<file path="src/rtl/systolic_skew_feeder_if.sv">
// rtl/systolic_skew_feeder_if.sv - upstream vector handshake into the skew feeder
interface systolic_skew_feeder_if #(
    parameter int ROWS   = 4,
    parameter int DATA_W = 16
);
    logic                     in_valid;
    logic                     in_ready;
    logic [ROWS*DATA_W-1:0]   in_data;
    logic                     in_last;

    modport master (output in_valid, output in_data, output in_last, input in_ready);
    modport slave  (input in_valid, input in_data, input in_last, output in_ready);
endinterface

</file>
<file path="src/rtl/systolic_skew_feeder.sv">
// rtl/systolic_skew_feeder.sv - re-times column vectors into the diagonal wavefront for the PE array
module systolic_skew_feeder #(
    parameter int ROWS   = 4,
    parameter int DATA_W = 16
) (
    input  logic                   clk,
    input  logic                   rst_n,
    systolic_skew_feeder_if.slave  up,
    output logic [ROWS*DATA_W-1:0] out_data,
    output logic [ROWS-1:0]        out_valid,
    output logic                   busy,
    output logic                   done
);
    localparam logic [1:0] S_IDLE  = 2'd0;
    localparam logic [1:0] S_FEED  = 2'd1;
    localparam logic [1:0] S_DRAIN = 2'd2;

    localparam int             CW       = $clog2(ROWS) + 1;
    localparam logic [CW-1:0]  CNT_LAST = CW'(ROWS - 1);

    logic [1:0]    r_state;
    logic [1:0]    w_state_nx;
    logic [CW-1:0] r_cnt;
    logic [CW-1:0] w_cnt_nx;
    logic          r_done;
    logic          w_ready;
    logic          w_fire;

    assign w_ready     = (r_state != S_DRAIN);
    assign up.in_ready = w_ready;
    assign w_fire      = up.in_valid && w_ready;

    // Lane i is i+1 registers deep; a non-accepting edge injects a zero bubble at every head.
    for (genvar i = 0; i < ROWS; i++) begin : g_lane
        logic [i:0]        r_v;
        logic [DATA_W-1:0] r_d [0:i];

        always_ff @(posedge clk) begin
            if (!rst_n) begin
                r_v <= '0;
                for (int k = 0; k <= i; k++) begin
                    r_d[k] <= '0;
                end
            end else begin
                r_v[0] <= w_fire;
                r_d[0] <= w_fire ? up.in_data[i*DATA_W +: DATA_W] : '0;
                for (int k = 1; k <= i; k++) begin
                    r_v[k] <= r_v[k-1];
                    r_d[k] <= r_d[k-1];
                end
            end
        end

        assign out_valid[i]                 = r_v[i];
        assign out_data[i*DATA_W +: DATA_W] = r_d[i];
    end

    always_comb begin
        w_state_nx = r_state;
        w_cnt_nx   = r_cnt;
        case (r_state)
            S_IDLE, S_FEED: begin
                if (w_fire) begin
                    if (up.in_last) begin
                        w_state_nx = S_DRAIN;
                        w_cnt_nx   = '0;
                    end else begin
                        w_state_nx = S_FEED;
                    end
                end
            end
            S_DRAIN: begin
                if (r_cnt == CNT_LAST) begin
                    w_state_nx = S_IDLE;
                    w_cnt_nx   = '0;
                end else begin
                    w_cnt_nx = r_cnt + CW'(1);
                end
            end
            default: begin
                w_state_nx = S_IDLE;
                w_cnt_nx   = '0;
            end
        endcase
    end

    // done is registered from the next-state view so it lines up with the final lane's output.
    always_ff @(posedge clk) begin
        if (!rst_n) begin
            r_state <= S_IDLE;
            r_cnt   <= '0;
            r_done  <= 1'b0;
        end else begin
            r_state <= w_state_nx;
            r_cnt   <= w_cnt_nx;
            r_done  <= (w_state_nx == S_DRAIN) && (w_cnt_nx == CNT_LAST);
        end
    end

    assign done = r_done;
    assign busy = (r_state != S_IDLE) || (|out_valid);
endmodule

</file>
<file path="src/flat_wrapper.sv">
// flat-port wrapper written by rule: the top's interface ports become plain ports
module systolic_skew_feeder_flat 
#(
    parameter int ROWS   = 4,
    parameter int DATA_W = 16
)
  (clk, rst_n, out_data, out_valid, busy, done, up_in_valid, up_in_data, up_in_last, up_in_ready);
  systolic_skew_feeder_if #(.ROWS(ROWS), .DATA_W(DATA_W)) up_i ();
  input  logic clk;
  input  logic rst_n;
  output logic [ROWS*DATA_W-1:0] out_data;
  output logic [ROWS-1:0] out_valid;
  output logic busy;
  output logic done;
  input wire logic [$bits(up_i.in_valid)-1:0] up_in_valid;
  input wire logic [$bits(up_i.in_data)-1:0] up_in_data;
  input wire logic [$bits(up_i.in_last)-1:0] up_in_last;
  output wire logic [$bits(up_i.in_ready)-1:0] up_in_ready;
  assign up_i.in_valid = up_in_valid;
  assign up_i.in_data = up_in_data;
  assign up_i.in_last = up_in_last;
  assign up_in_ready = up_i.in_ready;
  systolic_skew_feeder #(.ROWS(ROWS), .DATA_W(DATA_W)) u_core (.clk(clk), .rst_n(rst_n), .up(up_i), .out_data(out_data), .out_valid(out_valid), .busy(busy), .done(done));
endmodule
</file>
<file path="config.mk">
export PLATFORM = sky130hd
export DESIGN_NAME = systolic_skew_feeder_flat
export DESIGN_NICKNAME = d
export VERILOG_FILES = /design/src/rtl/systolic_skew_feeder_if.sv /design/src/rtl/systolic_skew_feeder.sv /design/src/flat_wrapper.sv
export SDC_FILE = /design/constraint.sdc
export NUM_CORES = 1
export LEC_CHECK = 0
export BUFFER_PORTS_ARGS = -buffer_cell sky130_fd_sc_hd__buf_2
export CAP_MARGIN = 20
export CORE_MARGIN = 10
export CORE_UTILIZATION = 50
export DETAILED_ROUTE_END_ITERATION = 7
export HOLD_SLACK_MARGIN = 0.12
export PLACE_DENSITY_LB_ADDON = 0.12
export REMOVE_ABC_BUFFERS = 1
export SYNTH_ARGS = -nofsm -noshare
export SYNTH_HDL_FRONTEND = slang
export SYNTH_SLANG_ARGS = --single-unit
</file>
<file path="constraint.sdc">
create_clock -name clk -period 1.48 [get_ports clk]
set_clock_uncertainty 0.1 [all_clocks]
set_input_delay 0.222 -clock clk [delete_from_list [all_inputs] [get_ports clk]]
set_output_delay 0.222 -clock clk [all_outputs]
set_load 0.05 [all_outputs]
</file>
Yosys cells after proc, flatten, opt, wreduce, memory -nomap -nowiden
Memory sizes are Yosys's and may differ from the RTL's.
Cells that the tools add are included.
{"block": "op_classes", "addsub": 1, "n_eq_ne": 6, "muxes": 25, "bitwise": 9, "n_reduce_logical": 8}
{"operator": "two-way mux 16 bit", "n": 14}
{"operator": "OR reduction 16 bit", "n": 1}
{"operator": "two-way mux 3 bit", "n": 3}
{"operator": "OR 1 bit", "n": 9}
{"operator": "== test 3 x 2 -> 1 bit (second input constant)", "n": 2}
{"operator": "two-way mux 2 bit", "n": 3}
{"operator": "case mux 3 bit (2 select lines)", "n": 1}
{"operator": "== test 2 bit (second input constant)", "n": 2}
{"operator": "case mux 2 bit (2 select lines)", "n": 1}
{"operator": "OR reduction 4 bit", "n": 1}
{"operator": "adder 3 x 1 -> 3 bit (second input constant)", "n": 1}
{"operator": "two-way mux 1 bit", "n": 3}
{"operator": "== test 2 x 1 -> 1 bit (second input constant)", "n": 1}
{"operator": "logical AND 1 bit", "n": 2}
{"operator": "logical NOT 2 bit", "n": 1}
{"operator": "inequality test 2 bit (second input constant)", "n": 1}
{"operator": "nonzero test 2 bit", "n": 1}
{"operator": "OR reduction 2 bit", "n": 1}
{"operator": "logical OR 1 bit", "n": 1}
{"block": "totals", "ff_bits": 16, "ramBits": 160, "inputBits": 68, "out_inout_bits": 71, "wordCells": 60, "memories": 4}
{"memory": "u_core.g_lane[3].r_d", "depth": 4, "word_bits": 16, "read_ports": 4, "rd_clocked_by_memory_dff": 0, "wr": 4, "line": "systolic_skew_feeder.sv:36", "source": "logic [DATA_W-1:0] r_d [0:i];"}
{"memory": "u_core.g_lane[2].r_d", "depth": 3, "word_bits": 16, "read_ports": 3, "rd_clocked_by_memory_dff": 0, "wr": 3, "line": "systolic_skew_feeder.sv:36"}
{"memory": "u_core.g_lane[1].r_d", "depth": 2, "word_bits": 16, "read_ports": 2, "rd_clocked_by_memory_dff": 0, "wr": 2, "line": "systolic_skew_feeder.sv:36"}
{"memory": "u_core.g_lane[0].r_d", "depth": 1, "word_bits": 16, "read_ports": 1, "rd_clocked_by_memory_dff": 0, "wr": 1, "line": "systolic_skew_feeder.sv:36"}

Longest topological paths before layout
Gate-level depths: netlist (run 1).
{"block": "logic_depth", "depth_word": 6, "ltp_mapped": 5}

Least setup slack after synthesis (run 1)
Ideal clock, no wire load.
{"block": "synth_path", "kind": "reg2reg", "from": "register u_core.r_state[0]", "to": "memory u_core.g_lane[0].r_d[0][0]", "arrival_ns": 1.307, "setup_slack_ns": -0.042, "path_stages_with_launch": 6, "path_buffers": 2, "synth_period_minus_slack_ns": 1.522, "cell_sequence": "dfxtp_1 > nand2b_2 > and3_4 > buf_6 > buf_6 > and2_1"}
{"block": "synth_via", "elab_chain_cells": 4}
{"item": "start: declaration", "line": "systolic_skew_feeder.sv:21", "source": "logic [1:0] r_state;"}
{"item": "start signal: assignment", "line": "systolic_skew_feeder.sv:94", "source": "r_state <= w_state_nx;"}
{"item": "inequality test 2 bit", "line": "systolic_skew_feeder.sv:29", "source": "assign w_ready = (r_state != S_DRAIN);"}
{"item": "net up_in_ready", "line": "flat_wrapper.sv:18", "source": "output wire logic [$bits(up_i.in_ready)-1:0] up_in_ready;"}
{"item": "logical AND 1 bit", "line": "systolic_skew_feeder.sv:31", "source": "assign w_fire = up.in_valid && w_ready;"}
{"item": "two-way mux 16 bit", "line": "systolic_skew_feeder.sv:46", "source": "r_d[0] <= w_fire ? up.in_data[i*DATA_W +: DATA_W] : '0;"}
{"item": "two-way mux 16 bit (no source line)"}
{"item": "end: declaration", "line": "systolic_skew_feeder.sv:36"}
The timed path passes the listed nets, and every way through them passes these cells.

==> results of run 1 <==
-- sequential cells by signal (all words and copies together), names as in the netlist --
name	flops
u_core.r_state	2
u_core.r_cnt	3
u_core.g_lane.r_v	4
u_core.g_lane.r_d	160
u_core.done	1
-- power by group --
group          internal, mW  switching [mW]
clock network          2.50            1.68
logic                 0.325           0.371
registers              4.72          0.0379
total                  7.54            2.09
-- metal layers --
layer	routed length, um	GRT usage	up-vias
li1	-	-	1580
met1	3980	0.141	1370
met4	91	0.0520	0
met5	0	0	-
met3	1090	0.0928	8
met2	4730	0.216	106
-- metrics by stage --
step,total power [mW],utilization
after floorplan,5.16,-
after global placement,5.37,0.566
after detailed placement,5.38,0.566
after global routing,9.99,0.700
final,9.63,0.700
after CTS,9.70,0.695
-- worst max-delay path, delay by kind of cell (launching register included) --
family	cells	cell delay, ns
flip-flops	1	0.32
AND/OR/NAND/NOR	2	0.37
buffers and inverters	1	0.16
-- worst paths after layout --
kind                                    start                     endpoint  slack [ns]
hold / removal                          rst_n      u_core.g_lane[2].r_v[0]        0.15
setup / recovery      u_core.g_lane[3].r_v[2]                         busy       -0.22
hold reg to reg   u_core.g_lane[2].r_d[0][22]  u_core.g_lane[2].r_d[0][38]        0.33
setup reg to reg            u_core.r_state[0]              u_core.r_cnt[0]        0.06
-- cell families (layout without fill, tap and decap cells) --
kind of cell    after synthesis  after routing  share of synthesized area
xor+xnor                      1              1                    0.00176
fa+ha+maj                     1              1                    0.00251
simple gates                179            180                      0.225
flops                       170            170                      0.684
buf+inv                      53            242                     0.0742
compound gates                8              8                     0.0126
-- cell usage after synthesis --
master | n | area (um2)
a32o_1 | 1 | 10.0
dfxtp_1 | 170 | 3400
nor2_1 | 2 | 7.51
and4_1 | 1 | 8.76
a21oi_1 | 2 | 10.0
buf_4 | 33 | 248
or3_1 | 1 | 6.26
nor3b_1 | 1 | 7.51
or3b_1 | 1 | 8.76
buf_2 | 1 | 5.00
a2bb2oi_1 | 1 | 8.76
ha_1 | 1 | 12.5
and2_1 | 164 | 1030
nor4_1 | 1 | 6.26
a21boi_0 | 1 | 7.51
buf_6 | 6 | 67.6
clkbuf_1 | 11 | 41.3
xnor2_1 | 1 | 8.76
inv_1 | 2 | 7.51
nand2b_2 | 1 | 8.76
nor2b_1 | 2 | 12.5
o22ai_1 | 1 | 6.26
nand2_1 | 4 | 15.0
and3_4 | 1 | 11.3
o211a_1 | 2 | 20.0
-- cell type report --
| class | instances | area share |
|---|---|---|
| Sequential cell | 170 | 0.500 |
| Timing Repair Buffer | 208 | 0.211 |
| Multi-Input combinational cell | 190 | 0.179 |
| Clock buffer | 23 | 0.0671 |
| Tap cell | 133 | 0.0244 |
| Clock inverter | 9 | 0.0167 |
| Inverter | 2 | 0.00110 |
-- what timing repair did --
| action | in CTS | in global routing |
|---|---|---|
| endpoints found under the hold margin | 68 | 0 |
| endpoints found under the setup margin | 13 | 77 |
| gates cloned | 0 | 1 |
| gates resized for setup | 9 | 13 |
| buffers inserted | 0 | 1 |
| hold buffers | 66 | 0 |
==> metrics.txt, run 1 <==
clock transition at the registers of the reported paths 0.06 ns; crit-path cells nor4_1 -> nand2_1 -> buf_6; Syn Area/Cell 12.1 um2; most common cell after layout, fill and taps aside dfxtp_1; Hold WS 0.150 ns; vias in the first global route 3,191; post-place setup slack 0.00991 ns; dpl cell area 5510 um2; vias per cell 4.17; Final Hold Violating Endpoints 0; TritonRoute pass-1 iters 4; largest net degree at the start of global routing 106; relative slew slack 0.776; sequential-to-total area share from yosys stat 0.684; CTS Sinks 170; Die W 120 um; CTS root buf clkbuf_8; max-cap violations 0; clk_lat worst skew 0.52 ns; outcome finished, violations left; WP data arrival 1.37 ns; filler instances 718; first-pass GRT wire length 15,500 um; synthesized area 4970 um2; Initial Util 0.511; commonest non-fill, non-tap cells in the layout dfxtp_1 (167), and2_1 (164), buf_2 (127); DRC violations left 0; min cycle time layout 1.70 ns; drt total wl 9890 um; antenna violations before repair 0; RSZ-0062 raised after global routing yes; YS warnings 0; area growth from synthesis to layout 36.9%; CP endpoint kind primary output; Slew Viols, Final 0; Finish-stage setup viols 2; Register Area 3410 um2; cell count after synthesis 412; CP startpoint kind flop; placed cells 635; All-Layer GR Usage 0.137; area of the multi-input gates 1220 um2; Crit Path Class flop to primary output; Synth Register Bits 170; pwr dens 1410 nW/um2; Post-DRT Antenna Nets 0; Worst-Margin Slew 0.335 ns; CTS tree built; clock buffer depth 2; RePlAce Congestion 0.711; total number of vias 3,064; failing checks negative setup slack; Setup TNS -0.344 ns; CP max stage delay 0.32 ns; dpl hpwl 5750 um; Num CTS Buffers 17; row count 36; layout cell share with drive strength beyond 1 0.294; global route overflow 0; CP max FO 3; final period utilization 1.15; leakage 3.17 nW; core area 9730 um2; initial drt markers 146; FMAX 0.589 GHz; Worst Reg-to-Reg Cells 5; post-route setup slack -0.217 ns; Distinct cells, synth 25; CP max stage cell dfxtp_2; worst min path class input port to flop; PortBufs 138; Post-Layout Cell Count 735; IO Pins 139; maximum vdd drop 794 uV; Final Instance Area 6810 um2; Total Nets Final 658; Worst Hold Path Cells 2; # diodes 0; CP required 1.16 ns; DIE AREA 14,300 um2; die height 120 um; detailed-route wire length per cell 13.4 um; Max H-tree Level 4
No activity file was read; power rests on OpenSTA's default activity.
==> run 2: changes to the inputs <==
--- a/config.mk
+++ b/config.mk
@@ -7,8 +7,10 @@
 export LEC_CHECK = 0
 export BUFFER_PORTS_ARGS = -buffer_cell sky130_fd_sc_hd__buf_2
 export CAP_MARGIN = 20
+export CELL_PAD_IN_SITES_DETAIL_PLACEMENT = 1
+export CELL_PAD_IN_SITES_GLOBAL_PLACEMENT = 1
 export CORE_MARGIN = 10
-export CORE_UTILIZATION = 50
+export CORE_UTILIZATION = 40
 export DETAILED_ROUTE_END_ITERATION = 7
 export HOLD_SLACK_MARGIN = 0.12
 export PLACE_DENSITY_LB_ADDON = 0.12
==> metrics.txt, run 2 (same netlist as run 1, synthesis figures left out) <==
CP max stage cell dfxtp_1; leakage 3.23 nW; RSZ-0062 raised after global routing yes; failing checks negative setup slack; DIE AREA 17,300 um2; clk_lat worst skew 0.42 ns; Post-DRT Antenna Nets 0; core area 12,100 um2; PortBufs 138; largest net degree at the start of global routing 106; Die W 132 um; All-Layer GR Usage 0.134; most common cell after layout, fill and taps aside dfxtp_1; Final Hold Violating Endpoints 0; CP endpoint kind primary output; maximum vdd drop 626 uV; total number of vias 3,230; Reg-to-Reg Start u_core.r_cnt[0]; RePlAce Congestion 0.687; FMAX 0.634 GHz; antenna violations before repair 1; Initial Util 0.411; detailed-route wire length per cell 15.3 um; drt total wl 11,800 um; CTS root buf clkbuf_16; WP data arrival 1.25 ns; Worst Min Path Start rst_n; TritonRoute pass-1 iters 4; layout cell share with drive strength beyond 1 0.305; Worst R2R End u_core.r_cnt[0]; DRC violations left 0; pwr dens 1470 nW/um2; dpl hpwl 6290 um; dpl cell area 5550 um2; CP max FO 3; row count 40; first-pass GRT wire length 18,500 um; Final Instance Area 6950 um2; Worst-Margin Slew 0.369 ns; commonest non-fill, non-tap cells in the layout dfxtp_1 (167), and2_1 (164), buf_2 (135); die height 132 um; Finish-stage setup viols 1; CP startpoint kind flop; Slew Viols, Final 0; Num CTS Buffers 17; vias in the first global route 3,558; outcome finished, violations left; min cycle time layout 1.58 ns; CP max stage delay 0.34 ns; CTS Sinks 170; clock buffer depth 2; initial drt markers 107; CTS tree built; Total Power 10.2 mW; worst min path class input port to flop; reg2reg setup slack 0.06 ns; area growth from synthesis to layout 39.7%; Largest Register u_core.g_lane.r_d; Largest register FFs 160; max-cap violations 0; Critical path origin u_core.g_lane[3].r_v[2]; Largest regs u_core.g_lane.r_d (160), u_core.g_lane.r_v (4), u_core.r_cnt (3); crit path to busy; vias per cell 4.18; post-place setup slack 0.0190 ns; Crit Path Class flop to primary output; clock transition at the registers of the reported paths 0.06 ns; final period utilization 1.07; crit-path cells nor4_4 -> nand2_1 -> buf_6; CP required 1.16 ns; Worst Reg-to-Reg Cells 4; Total Nets Final 660; Post-Route Utilization 0.574; global route overflow 0; IO Pins 139; post-route setup slack -0.0967 ns; Max H-tree Level 4; relative slew slack 0.754; Worst Hold Path Cells 2
-- run 2: cell count changes in the layout (fill, tap and decap cells not counted), sizes merged --
| cell | previous run | this run |
|---|---|---|
| diode | 0 | 1 |
| clkinvlp | 3 | 2 |
| buf | 135 | 143 |
| bufinv | 2 | 4 |
| clkbuf | 30 | 23 |
-- run 2: area by class of cell --
type | count | area, um2
antenna | 1 | 2.50
clock buffer | 22 | 484
clock inverter | 10 | 163
fill | 1283 | 5160
inverter | 2 | 7.51
multi-input combinational | 190 | 1240
sequential | 170 | 3410
tap | 168 | 210
timing repair buffer | 210 | 1430
-- run 2: worst max-delay path, delay by kind of cell (launching register included) --
| family | cells | cell delay, ns |
|---|---|---|
| buf+inv | 1 | 0.16 |
| simple gates | 2 | 0.34 |
| flops | 1 | 0.34 |
-- run 2: report_power, final --
part           switching, mW  total [mW]  internal [mW]
Combinational          0.391       0.720          0.329
Clock                   1.72        4.73           3.01
Sequential            0.0422        4.76           4.72
-- run 2: how the worst min path moves through the flow --
| stage | to | slack (ns) |
|---|---|---|
| 6_report | u_core.g_lane[2].r_v[0] | 0.25 |
| 5_1_grt | u_core.g_lane[2].r_v[0] | 0.26 |
| 4_1_cts | u_core.r_cnt[2] | 0.25 |
| 3_5_place_dp | u_core.g_lane[2].r_d[0][22] | 0.32 |
| 3_3_place_gp | u_core.g_lane[2].r_d[0][41] | 0.31 |
| 2_1_floorplan | u_core.g_lane[0].r_d[0][0] | 0.24 |
-- run 2: layer usage --
layer / track usage / up-vias / part of all wire
met5: 0 / - / 0
met4: 0.0606 / 0 / 0.020
met3: 0.0694 / 20 / 0.083
met2: 0.223 / 111 / 0.48
met1: 0.138 / 1512 / 0.42
li1: - / 1587 / -
-- run 2: repair_timing --
item / CTS / global route
cloned: 0 / 1
endpoints found under the hold margin: 65 / 0
buffers inserted: 0 / 3
hold buffers: 66 / 0
resized for setup: 11 / 6
setup endpoints to repair: 2 / 67
pin swaps: 2 / 2
-- run 2: metrics by stage --
step,TNS [ns],hold WS [ns],std cells
5_1_grt,-0.199,0.261,773
4_1_cts,-0.0963,0.250,768
3_5_place_dp,0,0.320,670
6_report,-0.0967,0.248,773
3_3_place_gp,0,0.313,670
2_1_floorplan,0,0.244,361
